===== config.mk =====
export PLATFORM = sky130hd
export DESIGN_NAME = spi_frame_sequencer_flat
export DESIGN_NICKNAME = d
export VERILOG_FILES = /design/src/rtl/scene_pkg.sv /design/src/rtl/spi_frame_sequencer_if.sv /design/src/rtl/spi_frame_sequencer.sv /design/src/flat_wrapper.sv
export SDC_FILE = /design/constraint.sdc
export NUM_CORES = 1
export LEC_CHECK = 0
export BUFFER_PORTS_ARGS = -buffer_cell sky130_fd_sc_hd__buf_2
export CORE_ASPECT_RATIO = 0.6
export CORE_MARGIN = 8
export CORE_UTILIZATION = 42
export CTS_CLUSTER_SIZE = 10
export DETAILED_ROUTE_END_ITERATION = 10
export GPL_ROUTABILITY_DRIVEN = 1
export GPL_TIMING_DRIVEN = 0
export PLACE_DENSITY_LB_ADDON = 0.3
export SLEW_MARGIN = 5
export SYNTH_ARGS = -nofsm -noshare
export SYNTH_HDL_FRONTEND = slang
export SYNTH_SLANG_ARGS = --single-unit
export TNS_END_PERCENT = 50

===== constraint.sdc =====
create_clock -name CLK100MHZ -period 3.8 [get_ports CLK100MHZ]
set_clock_uncertainty 0.15 [all_clocks]
set_input_delay 0.57 -clock CLK100MHZ [delete_from_list [all_inputs] [get_ports CLK100MHZ]]
set_output_delay 0.57 -clock CLK100MHZ [all_outputs]
set_load 0.1 [all_outputs]

===== src/rtl/scene_pkg.sv =====
// Shared types and constants for the SPI frame sequencer.
//   opcode_t    : command opcode in recv_64bit[63:60]
//   seq_state_t : sequencer FSM state (also driven on led[1:0])
//   OBJ_W       : object record width
//   MAX_OBJECTS : default maximum objects per frame
package scene_pkg;

  localparam int unsigned OBJ_W       = 60;
  localparam int unsigned MAX_OBJECTS = 16;

  typedef enum logic [3:0] {
    OP_NOP    = 4'h0,
    OP_BEGIN  = 4'h1,
    OP_OBJECT = 4'h2,
    OP_END    = 4'h3
  } opcode_t;

  typedef enum logic [1:0] {
    IDLE     = 2'd0,
    LOAD     = 2'd1,
    WAIT_END = 2'd2,
    ARM      = 2'd3
  } seq_state_t;

endpackage


===== src/rtl/spi_frame_sequencer_if.sv =====
// Signal bundle between SPI receiver, MCU, scene memory and renderer.
//   master : sequencer side (consumes SPI words, drives scene/render/status)
//   slave  : environment side (SPI receiver, renderer, MCU)
interface spi_frame_sequencer_if #(
  parameter int unsigned MAX_OBJECTS = scene_pkg::MAX_OBJECTS,
  parameter int unsigned IDX_W       = (MAX_OBJECTS > 1) ? $clog2(MAX_OBJECTS) : 1
);
  logic                        recv_dv;
  logic [63:0]                 recv_64bit;
  logic                        recv_interrupt;
  logic                        scene_we;
  logic [IDX_W:0]              scene_waddr;
  logic [scene_pkg::OBJ_W-1:0] scene_wdata;
  logic                        render_bank;
  logic [7:0]                  render_count;
  logic                        frame_start;
  logic                        render_busy;
  logic                        err_clear;
  logic                        err_proto;
  logic [3:0]                  led;

  modport master (
    input  recv_dv, recv_64bit, render_busy, err_clear,
    output recv_interrupt, scene_we, scene_waddr, scene_wdata,
           render_bank, render_count, frame_start, err_proto, led
  );

  modport slave (
    output recv_dv, recv_64bit, render_busy, err_clear,
    input  recv_interrupt, scene_we, scene_waddr, scene_wdata,
           render_bank, render_count, frame_start, err_proto, led
  );
endinterface


===== src/rtl/spi_frame_sequencer.sv =====
// Decodes 64-bit SPI command words, loads object records into the write bank
// of a double-buffered scene memory, and on END hands the bank to the
// renderer (bank swap + frame_start) once the renderer is idle.
//   CLK100MHZ : system clock
//   ck_rst    : synchronous active-high reset
//   bus       : master modport (SPI word in, scene write port, render control,
//               recv_interrupt, err_proto/err_clear, led status)
module spi_frame_sequencer #(
  parameter int unsigned MAX_OBJECTS = scene_pkg::MAX_OBJECTS,
  parameter int unsigned IDX_W       = (MAX_OBJECTS > 1) ? $clog2(MAX_OBJECTS) : 1
) (
  input  logic                  CLK100MHZ,
  input  logic                  ck_rst,
  spi_frame_sequencer_if.master bus
);
  import scene_pkg::*;

  seq_state_t       state, state_n;
  logic             wr_bank, wr_bank_n;
  logic [IDX_W-1:0] idx, idx_n;
  logic [7:0]       count, count_n;

  logic             recv_interrupt_n, scene_we_n, render_bank_n, frame_start_n, err_proto_n;
  logic [IDX_W:0]   scene_waddr_n;
  logic [OBJ_W-1:0] scene_wdata_n;
  logic [7:0]       render_count_n;
  logic [3:0]       led_n;

  logic [3:0]       op;
  logic [7:0]       begin_cnt;
  logic             begin_ok, last_obj, err_set;

  assign op        = bus.recv_64bit[63:60];
  assign begin_cnt = bus.recv_64bit[7:0];
  assign begin_ok  = (begin_cnt != 8'd0) && (32'(begin_cnt) <= MAX_OBJECTS);
  assign last_obj  = (9'(idx) == (9'(count) - 9'd1));

  always_comb begin
    state_n        = state;
    wr_bank_n      = wr_bank;
    idx_n          = idx;
    count_n        = count;
    scene_we_n     = 1'b0;
    scene_waddr_n  = bus.scene_waddr;
    scene_wdata_n  = bus.scene_wdata;
    render_bank_n  = bus.render_bank;
    render_count_n = bus.render_count;
    frame_start_n  = 1'b0;
    err_set        = 1'b0;

    if (bus.recv_dv) begin
      unique case (state)
        IDLE: begin
          if (op == OP_BEGIN && begin_ok) begin
            count_n = begin_cnt;
            idx_n   = '0;
            state_n = LOAD;
          end else if (op != OP_NOP) begin
            err_set = 1'b1;
          end
        end
        LOAD: begin
          if (op == OP_OBJECT) begin
            scene_we_n    = 1'b1;
            scene_waddr_n = {wr_bank, idx};
            scene_wdata_n = bus.recv_64bit[OBJ_W-1:0];
            idx_n         = idx + 1'b1;
            if (last_obj) state_n = WAIT_END;
          end else if (op != OP_NOP) begin
            err_set = 1'b1;
            state_n = IDLE;
          end
        end
        WAIT_END: begin
          if (op == OP_END) begin
            state_n = ARM;
          end else if (op != OP_NOP) begin
            err_set = 1'b1;
            state_n = IDLE;
          end
        end
        ARM: begin
          // Stray words are flagged but never disturb the armed frame.
          if (op != OP_NOP) err_set = 1'b1;
        end
        default: state_n = IDLE;
      endcase
    end

    if (state == ARM && !bus.render_busy) begin
      frame_start_n  = 1'b1;
      render_bank_n  = wr_bank;
      render_count_n = count;
      wr_bank_n      = ~wr_bank;
      state_n        = IDLE;
    end

    // Registered "sitting in IDLE": rises one cycle after entering IDLE and
    // drops together with the move out of IDLE.
    recv_interrupt_n = (state == IDLE) && (state_n == IDLE);
    // A new error outranks a simultaneous clear.
    err_proto_n      = err_set | (bus.err_proto & ~bus.err_clear);
    led_n            = {err_proto_n, wr_bank_n, state_n};
  end

  always_ff @(posedge CLK100MHZ) begin
    if (ck_rst) begin
      state              <= IDLE;
      wr_bank            <= 1'b0;
      idx                <= '0;
      count              <= '0;
      bus.recv_interrupt <= 1'b0;
      bus.scene_we       <= 1'b0;
      bus.scene_waddr    <= '0;
      bus.scene_wdata    <= '0;
      bus.render_bank    <= 1'b0;
      bus.render_count   <= '0;
      bus.frame_start    <= 1'b0;
      bus.err_proto      <= 1'b0;
      bus.led            <= '0;
    end else begin
      state              <= state_n;
      wr_bank            <= wr_bank_n;
      idx                <= idx_n;
      count              <= count_n;
      bus.recv_interrupt <= recv_interrupt_n;
      bus.scene_we       <= scene_we_n;
      bus.scene_waddr    <= scene_waddr_n;
      bus.scene_wdata    <= scene_wdata_n;
      bus.render_bank    <= render_bank_n;
      bus.render_count   <= render_count_n;
      bus.frame_start    <= frame_start_n;
      bus.err_proto      <= err_proto_n;
      bus.led            <= led_n;
    end
  end

endmodule


===== src/flat_wrapper.sv =====
// flat-port wrapper written by rule: the top's interface ports become plain ports
module spi_frame_sequencer_flat import scene_pkg::*;
#(
  parameter int unsigned MAX_OBJECTS = scene_pkg::MAX_OBJECTS,
  parameter int unsigned IDX_W       = (MAX_OBJECTS > 1) ? $clog2(MAX_OBJECTS) : 1
)
  (CLK100MHZ, ck_rst, bus_recv_dv, bus_recv_64bit, bus_render_busy, bus_err_clear, bus_recv_interrupt, bus_scene_we, bus_scene_waddr, bus_scene_wdata, bus_render_bank, bus_render_count, bus_frame_start, bus_err_proto, bus_led);
  spi_frame_sequencer_if #(.MAX_OBJECTS(MAX_OBJECTS), .IDX_W(IDX_W)) bus_i ();
  input  logic CLK100MHZ;
  input  logic ck_rst;
  input wire logic [$bits(bus_i.recv_dv)-1:0] bus_recv_dv;
  input wire logic [$bits(bus_i.recv_64bit)-1:0] bus_recv_64bit;
  input wire logic [$bits(bus_i.render_busy)-1:0] bus_render_busy;
  input wire logic [$bits(bus_i.err_clear)-1:0] bus_err_clear;
  output wire logic [$bits(bus_i.recv_interrupt)-1:0] bus_recv_interrupt;
  output wire logic [$bits(bus_i.scene_we)-1:0] bus_scene_we;
  output wire logic [$bits(bus_i.scene_waddr)-1:0] bus_scene_waddr;
  output wire logic [$bits(bus_i.scene_wdata)-1:0] bus_scene_wdata;
  output wire logic [$bits(bus_i.render_bank)-1:0] bus_render_bank;
  output wire logic [$bits(bus_i.render_count)-1:0] bus_render_count;
  output wire logic [$bits(bus_i.frame_start)-1:0] bus_frame_start;
  output wire logic [$bits(bus_i.err_proto)-1:0] bus_err_proto;
  output wire logic [$bits(bus_i.led)-1:0] bus_led;
  assign bus_i.recv_dv = bus_recv_dv;
  assign bus_i.recv_64bit = bus_recv_64bit;
  assign bus_i.render_busy = bus_render_busy;
  assign bus_i.err_clear = bus_err_clear;
  assign bus_recv_interrupt = bus_i.recv_interrupt;
  assign bus_scene_we = bus_i.scene_we;
  assign bus_scene_waddr = bus_i.scene_waddr;
  assign bus_scene_wdata = bus_i.scene_wdata;
  assign bus_render_bank = bus_i.render_bank;
  assign bus_render_count = bus_i.render_count;
  assign bus_frame_start = bus_i.frame_start;
  assign bus_err_proto = bus_i.err_proto;
  assign bus_led = bus_i.led;
  spi_frame_sequencer #(.MAX_OBJECTS(MAX_OBJECTS), .IDX_W(IDX_W)) u_core (.CLK100MHZ(CLK100MHZ), .ck_rst(ck_rst), .bus(bus_i));
endmodule

# Word level (Yosys, flattened, before mapping)
# Index checks and enable logic that the tools add are counted.
# Widths: inputs -> output; s select.
dict set report classes {
  order_cmp 1
  muxes 20
  n_bitwise 6
  add_sub_neg 2
  eq_ne 9
  n_reduce_logical 14
}
# op n
set ops {}
lappend ops {{$mux 2} 7}
lappend ops {{$eq 4x9->1} 1}
lappend ops {{$sub 8x1->9 const B} 1}
lappend ops {{$eq 4x2->1 const B} 2}
lappend ops {{$le 8x5->1 const B} 1}
lappend ops {{$mux 1} 8}
lappend ops {{$mux 4} 2}
lappend ops {{$pmux 4 s2} 1}
lappend ops {{$reduce_bool 8->1} 1}
lappend ops {{$pmux 2 s3} 1}
lappend ops {{$reduce_and 3->1} 2}
lappend ops {{$add 4x1->4 const B} 1}
lappend ops {{$eq 2x2->1 const B} 2}
lappend ops {{$eq 4x1->1 const B} 1}
lappend ops {{$logic_and 1x1->1} 4}
lappend ops {{$logic_not 2->1} 2}
lappend ops {{$ne 2x1->1 const B} 2}
lappend ops {{$not 1->1} 4}
lappend ops {{$pmux 1 s4} 1}
lappend ops {{$reduce_and 4->1} 1}
lappend ops {{$reduce_bool 4->1} 1}
lappend ops {{$reduce_or 3->1} 1}
lappend ops {{$eq 2x1->1 const B} 1}
lappend ops {{$reduce_bool 2->1} 1}
lappend ops {{3 further kinds} 3}
dict set report totals {
  reg_bits 97
  out_inout_bits 82
}

# Depth between registers and ports, before layout
# Gate-level depths: netlist of run 1.
dict set report logic_depth {
  word_depth 9
  ltp_mapped 7
  mapped_depth_nobuf 7
}

# Worst setup path before layout of run 1
# Ideal clock, no wire load.
dict set report synth_timing {
  path_kind {reg-to-reg}
  startpoint {register u_core.bus.led[0] (netlist name)}
  endpoint {register u_core.bus.scene_wdata[40]}
  setup_slack_ns 1.446
  stages_incl_launch_ff 8
  t_required_ns 3.518
  arrival_time_ns 2.072
  path_buffers 3
  path_cell_list {dfxtp_1 > buf_2 > nor2b_4 > nand4_2 > buf_2 > buf_2 > nand2_1 > a21oi_1}
}
# item line
set synth_rtl {}
lappend synth_rtl {{end signal: assignment} spi_frame_sequencer.sv:129} ;# bus.scene_wdata <= scene_wdata_n;
lappend synth_rtl {{end: declaration} spi_frame_sequencer_if.sv:24} ;# output recv_interrupt, scene_we, scene_waddr, scene_wdata,

# Final worst setup path of run 1
dict set report layout_timing {
  startpoint {register u_core.count[0]}
  endpoint {register u_core.bus.led[1] (netlist name)}
}
dict set report layout_between {
  elab_chain_cells 7
}
# item line
set layout_rtl {}
lappend layout_rtl {{start: declaration} spi_frame_sequencer.sv:21} ;# logic [7:0] count, count_n;
lappend layout_rtl {{start signal: assignment} spi_frame_sequencer.sv:125} ;# count <= count_n;
lappend layout_rtl {{$sub 8x1->9} spi_frame_sequencer.sv:36} ;# assign last_obj = (9'(idx) == (9'(count) - 9'd1));
lappend layout_rtl {{$eq 4x9->1} spi_frame_sequencer.sv:36}
lappend layout_rtl {{$mux 2} spi_frame_sequencer.sv:68} ;# if (last_obj) state_n = WAIT_END;
lappend layout_rtl {{$mux 2} spi_frame_sequencer.sv:63} ;# if (op == OP_OBJECT) begin
lappend layout_rtl {{$pmux 2 s3} spi_frame_sequencer.sv:52} ;# unique case (state)
lappend layout_rtl {{$mux 2} spi_frame_sequencer.sv:51} ;# if (bus.recv_dv) begin
lappend layout_rtl {{$mux 2} spi_frame_sequencer.sv:90} ;# if (state == ARM && !bus.render_busy) begin
lappend layout_rtl {{end signal: assignment} spi_frame_sequencer.sv:134} ;# bus.led <= led_n;
lappend layout_rtl {{end: declaration} spi_frame_sequencer_if.sv:25} ;# render_bank, render_count, frame_start, err_proto, led
# No other way between the ends.
# A chain may end at the register's enable or synchronous reset.

==> results of run 1 <==
cells in the mapped netlist, drive strengths merged (2+ instances only):
master  number  share of area [%]
nand2      153                 16
dfxtp       93                 52
a21oi       77                 11
clkbuf      18                1.9
buf         15                3.5
nor2        15                1.6
xnor2        8                2.0
nand3        7               0.98
nor3         6                1.3
inv          5               0.52
mux2i        5                1.4
and3         4               0.70
nor4         4               0.70
a31oi        2               0.35
ha           2               0.70
nand2b       2               0.35
nand4        2               0.52
nand4b       2               0.49
nor2b        2               0.56
o21ai        2               0.28
xor2         2               0.49
sequential cells by signal, indices dropped and copies added, names as in the netlist:
name and cells:
u_core.bus.led 4, u_core.bus.frame_start 1, u_core.bus.scene_wdata 60, u_core.idx 4
u_core.bus.render_bank 1, u_core.bus.scene_waddr 5, u_core.bus.render_count 8, u_core.bus.scene_we 1
u_core.bus.recv_interrupt 1, u_core.count 8
worst reg2reg max path, stage by stage (launching register included):
cell	delay (ps)
dfxtp_1	470
inv_1	80
ha_1	310
xnor2_1	130
nor4_1	300
nor2b_1	180
a31oi_1	90
nor4_1	240
area by class of cell:
| class | instances | area share (%) |
|---|---|---|
| inverter | 5 | 0.397 |
| multi-input combinational | 307 | 31.9 |
| clock inverter | 5 | 0.793 |
| clock buffer | 10 | 5.05 |
| tap | 112 | 2.96 |
| buffer | 33 | 4.04 |
| sequential | 93 | 39.3 |
| timing repair buffer | 147 | 15.5 |
cell families (layout without fill, tap and decap cells):
family	after synthesis	in the layout	share of synthesized area, %
flip-flops	93	93	52.0
buffers and inverters	38	200	5.87
multiplexers	5	5	1.40
AND/OR/NAND/NOR	201	201	24.2
adder cells (fa/ha/maj)	2	2	0.699
XOR/XNOR	10	10	2.45
AO/OA/AOI/OAI	89	89	13.4
through the flow:
step,worst slack (ps),cell area [um^2]
floorplan,1450,3580
global placement,1560,4460
detailed placement,1460,4460
CTS,1770,4730
global route,1640,4730
finish,1770,4730
metal layers:
layer  up-vias  global-route usage, %  wire [um]
li1       1754                      -          -
met1      1552                   22.4       4860
met2       130                   26.3       4600
met3         4                   7.78       1080
met4         0                   4.31         54
met5         -                      0          0
where the power goes:
part	internal, uW	switching, uW	leakage, uW
Combinational	39.7	82.2	0.00120
Clock	458	364	0.000131
Sequential	978	1.91	0.000750
Total	1480	448	0.00208
cells in the final DEF (no fill, tap or decap), types with 4 or more instances in the layout:
cell type    n
mux2i_1      5
clkbuf_1    18
and3_1       4
xnor2_1      8
nand2_1    153
nand3_1      7
inv_1        5
buf_6        7
buf_2      153
clkbuf_16    9
dfxtp_1     93
nor3_1       4
nor4_1       4
nor2_1      14
a21oi_1     77
worst paths after layout:
kind / startpoint / cells after the start / slack (ps) / to
setup / recovery: u_core.count[0] / 7 / 1770 / u_core.bus.led[1]
hold / removal: u_core.bus.scene_wdata[39] / 2 / 300 / u_core.bus.scene_wdata[39]
setup reg to reg: u_core.count[0] / 7 / 1770 / u_core.bus.led[1]
hold reg to reg: u_core.bus.scene_wdata[39] / 2 / 300 / u_core.bus.scene_wdata[39]
==> metrics.txt, run 1 <==
status finished, final reports clean; worst stage delay on the critical path 470 ps; fin crit period slightly above 2000 ps; CORE AREA about 8400 um^2; syn avg cell area roughly 8.2 um^2; total global-route track usage around 17%; CTS Buffer Depth 2; Syn Nets between 500 and 600; post-layout power 1930 uW; slew margin rel. 60.3%; via-per-instance ratio roughly 4.8; CTS Buf Count 9; DR WL/cell approximately 15 um; global-route wire length before repair 16.5 mm; synthesis-to-finish area growth 32.2%; Final Cycle Share around 53%; endpoint class of the critical path flip-flop; Crit path arrival time around 2100 ps; prevailing post-synth register cell dfxtp_1; Ports between 150 and 200; final slew viol count 0; Initial Util 42.7%; drt first pass iters 5; die area about 12000 um^2; worst slew pin tran between 500 and 600 ps; RSZ-0062 raised after global routing no; pin count of the biggest net entering global routing 16; multi-input logic area about 1500 um^2; Buffers on Ports ~150; crit path max-delay cell type dfxtp_1; Ys Warns 0; hold_buf cts 0; kind of critical path flip-flop to flip-flop; Clock Tree Root clkbuf_16; Worst path top cell family by delay simple AND/OR/NAND/NOR gates; Crit path required time slightly below 4000 ps; vias after detailed routing between 3000 and 4000; synthesized cell area about 3600 um^2; # fillers 815; Layout Nets ~670; TNS Setup 0 ps; Max-Cap Viols 0; total wire length 10.6 mm; clock slew at reported path FFs ~60 ps; Synth cell types 40; ant diodes 0; initial antenna violation count 0; maximum VDD drop roughly 260 uV; die height about 88 um; global route overflow 0; CP bufs+invs 1; register area ~1900 um^2; Non-Filler Instances roughly 710; Final Hold Fails 0; CTS tree yes; post-CTS setup buffer count 0; FMAX between 400 and 500 MHz; # clock sinks 93; CP dominant cell by count nor4_1; Worst-Skew Late Latency roughly 330 ps; detailed placement HPWL 8.28 mm; H-tree depth 3; DRC violation count after routing 0; Hold Crit Class flip-flop to flip-flop; drt first-iter violations ~160; final setup fails 0; Final Core Density a little under three fifths; Synth Instances about 440; number of global-route vias before repair 3371; DP Cell Count about 700; Post-synth EDFFs 0; Die X roughly 140 um; Power Density a little over 400 nW/um^2; sequential share of the synthesized area between 50% and 60%; WHS ~300 ps; Final ANT Viol Nets 0; Final Wtd Congestion 0.802; crit path launch type flip-flop; Leakage 0.00208 uW; Async SR Flop Fraction 0%; # rows 26; Max FO, Critical Path 6; share of layout cells above drive strength 1 30.8%; synthesized flop and latch total between 90 and 100; Cell Chain, Critical Path inv_1, ha_1, xnor2_1, nor4_1, nor2b_1, a31oi_1, nor4_1; post_cts resized 0
Power figures use the tool's default switching activity.
==> run 2, diff against run 1 <==
==> constraint.sdc (replaced) <==
create_clock -name CLK100MHZ -period 2 [get_ports CLK100MHZ]
set_clock_uncertainty 0.15 [all_clocks]
set_input_delay 0.3 -clock CLK100MHZ [delete_from_list [all_inputs] [get_ports CLK100MHZ]]
set_output_delay 0.3 -clock CLK100MHZ [all_outputs]
set_load 0.1 [all_outputs]
==> run 2 against run 1 <==
Register-to-register slack worse by 1600 ps. Critical path depth stayed put. Maximum frequency is 8.8% higher. Sequential power is 90% higher. Sequential share of layout area is 0.22 points lower. Global-route usage is 0.76 points higher. Routed wire length is 2.5% higher. Total power is 95% higher.
==> metrics.txt, run 2 (synthesized netlist as in run 1, its figures left out) <==
Worst path top cell family by delay compound AO/OA/AOI/OAI gates (was simple AND/OR/NAND/NOR gates); die height 87.5 um (unchanged); Setup WS post-layout 135 ps (was 1770 ps); Leakage 0.00209 uW (was 0.00208 uW); via-per-instance ratio 4.93 (was 4.83); r2r startpoint u_core.count[0] (unchanged); Final Wtd Congestion 0.816 (was 0.802); Crit path required time 2080 ps (was 3880 ps); endpoint class of the critical path flip-flop (unchanged); WHS 40.7 ps (was 300 ps); Max-Cap Viols 0 (unchanged); die area 11800 um^2 (unchanged); Clock Tree Root clkbuf_16 (unchanged); # fillers 805 (was 815); crit path max-delay cell type dfxtp_2 (was dfxtp_1); CORE AREA 8390 um^2 (unchanged); status finished, final reports clean (unchanged); vias after detailed routing 3518 (was 3440); R2R cell count 7 (unchanged); Final Hold Fails 0 (unchanged); initial antenna violation count 0 (unchanged); pin count of the biggest net entering global routing 16 (unchanged); worst slew pin tran 565 ps (was 595 ps); global-route wire length before repair 17.2 mm (was 16.5 mm); maximum VDD drop 540 uV (was 261 uV); FMAX 536 MHz (was 493 MHz); clock slew at reported path FFs 70 ps (was 60 ps); drt first pass iters 4 (was 5); CP bufs+invs 1 (unchanged); Power Density 785 nW/um^2 (was 407 nW/um^2); number of global-route vias before repair 3484 (was 3371); commonest non-fill, non-tap cell in the layout nand2_1; DRC violation count after routing 0 (unchanged); total wire length 10.9 mm (was 10.6 mm); # clock sinks 93 (unchanged); total global-route track usage 18.2% (was 17.5%); DR WL/cell 15.2 um (was 14.9 um); # rows 26 (unchanged); Initial Util 42.7% (unchanged); Layout Nets 667 (unchanged); final setup fails 0 (unchanged); detailed placement HPWL 8.37 mm (was 8.28 mm); Most flops, register u_core.bus.scene_wdata (unchanged); commonest non-fill, non-tap cells in the layout 153 x nand2_1, 152 x buf_2, 89 x dfxtp_1 (was 153 x buf_2, 153 x nand2_1, 93 x dfxtp_1); CTS Buf Count 9 (unchanged); Max FO, Critical Path 6 (unchanged); global route overflow 0 (unchanged); H-tree depth 3 (unchanged); Die X 135 um (unchanged); Crit path arrival time 1950 ps (was 2110 ps); hold_buf cts 0 (unchanged); CTS Buffer Depth 2 (unchanged); CP Launch Point u_core.count[0] (unchanged); CP Depth 7 (unchanged); Regs by FF count u_core.bus.scene_wdata: 60 flops, u_core.bus.render_count: 8 flops, u_core.count: 8 flops (unchanged); crit path launch type flip-flop (unchanged); drt first-iter violations 174 (was 155); DP Area 4460 um^2 (about the same); Final Cell Area 4780 um^2 (was 4730 um^2); fin crit period 1870 ps (was 2030 ps); ant diodes 0 (unchanged); slew margin rel. 62.3% (was 60.3%); share of layout cells above drive strength 1 31.8% (was 30.8%); Final Cycle Share 93.3% (was 53.4%); synthesis-to-finish area growth 33.5% (was 32.2%); Final ANT Viol Nets 0 (unchanged); FF-to-FF End u_core.bus.led[0] (was u_core.bus.led[1]); worst stage delay on the critical path 410 ps (was 470 ps); max reg flops 60 (unchanged); R2R Setup Slk 130 ps (was 1770 ps); worst setup path endpoint u_core.bus.led[0] (was u_core.bus.led[1]); RSZ-0062 raised after global routing no (unchanged); worst slack at placement -56.3 ps (was 1460 ps); Ports 151 (unchanged); kind of critical path flip-flop to flip-flop (unchanged); CTS tree yes (unchanged); final slew viol count 0 (unchanged); Buffers on Ports 147 (unchanged); Worst-Skew Late Latency 340 ps (was 330 ps); Cell Chain, Critical Path inv_1, ha_1, o21bai_1, a211o_1, nand3_1, nand4_1, a41o_1 (was inv_1, ha_1, xnor2_1, nor4_1, nor2b_1, a31oi_1, nor4_1); Hold Crit Class input port to flip-flop (was flip-flop to flip-flop)
-- run 2: cell types whose count changed in the layout (fill, tap and decap cells not counted) --
| cell | previous run | this run |
|---|---|---|
| dfxtp_2 | 0 | 3 |
| nand4_2 | 1 | 0 |
| clkbuf_4 | 0 | 1 |
| buf_2 | 153 | 152 |
| dfxtp_4 | 0 | 1 |
| nor4_1 | 4 | 3 |
| nand4_4 | 0 | 1 |
| nor4_2 | 0 | 1 |
| dfxtp_1 | 93 | 89 |
| clkinvlp_4 | 2 | 0 |
| clkinv_4 | 2 | 3 |
| clkbuf_8 | 1 | 3 |
-- run 2: stage by stage --
stage,power (uW),utilization [%],std cells,TNS (ps)
2_1_floorplan,2030,-,438,0
5_1_grt,3890,56.9,713,0
3_3_place_gp,2130,53.2,697,0
4_1_cts,3800,56.8,713,0
6_report,3750,56.9,713,0
3_5_place_dp,2140,53.2,697,-373
-- run 2: power by group --
group | switching (uW) | internal [uW]
sequential | 3.95 | 1860
combinational | 157 | 75.7
clock | 710 | 949
total | 871 | 2880
-- run 2: how the worst min path moves through the flow --
stage	end	start	slack, ps	cells past startpoint
finish	u_core.bus.scene_wdata[52]	bus_recv_64bit[52]	40	3
global route	u_core.bus.scene_wdata[57]	bus_recv_64bit[57]	40	3
CTS	u_core.bus.scene_wdata[52]	bus_recv_64bit[52]	20	3
detailed placement	u_core.bus.scene_wdata[23]	u_core.bus.scene_wdata[23]	290	2
global placement	u_core.bus.scene_wdata[48]	u_core.bus.scene_wdata[48]	290	2
floorplan	u_core.bus.scene_wdata[40]	bus_recv_64bit[40]	290	2
-- run 2: cell type report --
cell class	count	area, um^2	share of cell area [%]
clock buffers	12	267	5.58
inverters	5	18.8	0.393
clock inverters	4	31.3	0.654
flip-flops and latches	93	1870	39.1
repair buffers	147	736	15.4
multi-input cells	307	1520	31.9
plain buffers	33	194	4.06
well taps	112	140	2.93
-- run 2: timing repair --
item                       in CTS  in global routing
setup endpoints to repair       1                 12
resized for setup               2                  3
setup buffers                   0                  0
pin swaps                       0                  1
-- run 2: tightest hold or removal path: cells and delay by family --
kind	cells	cell delay, ps
AOI/OAI and AO/OA	1	50
and+or+nand+nor	1	40
buffers and inverters	1	90
-- run 2: metal layers --
layer  global-route usage [%]  routed length [um]  vias to the layer above  part of all wire, %
li1                         -                   -                     1767                    -
met2                     26.9                4580                      121                   42
met5                        0                   0                        -                    0
met1                     22.7                4980                     1617                   46
met4                     5.61                 128                        0                  1.2
met3                     9.16                1180                       13                   11
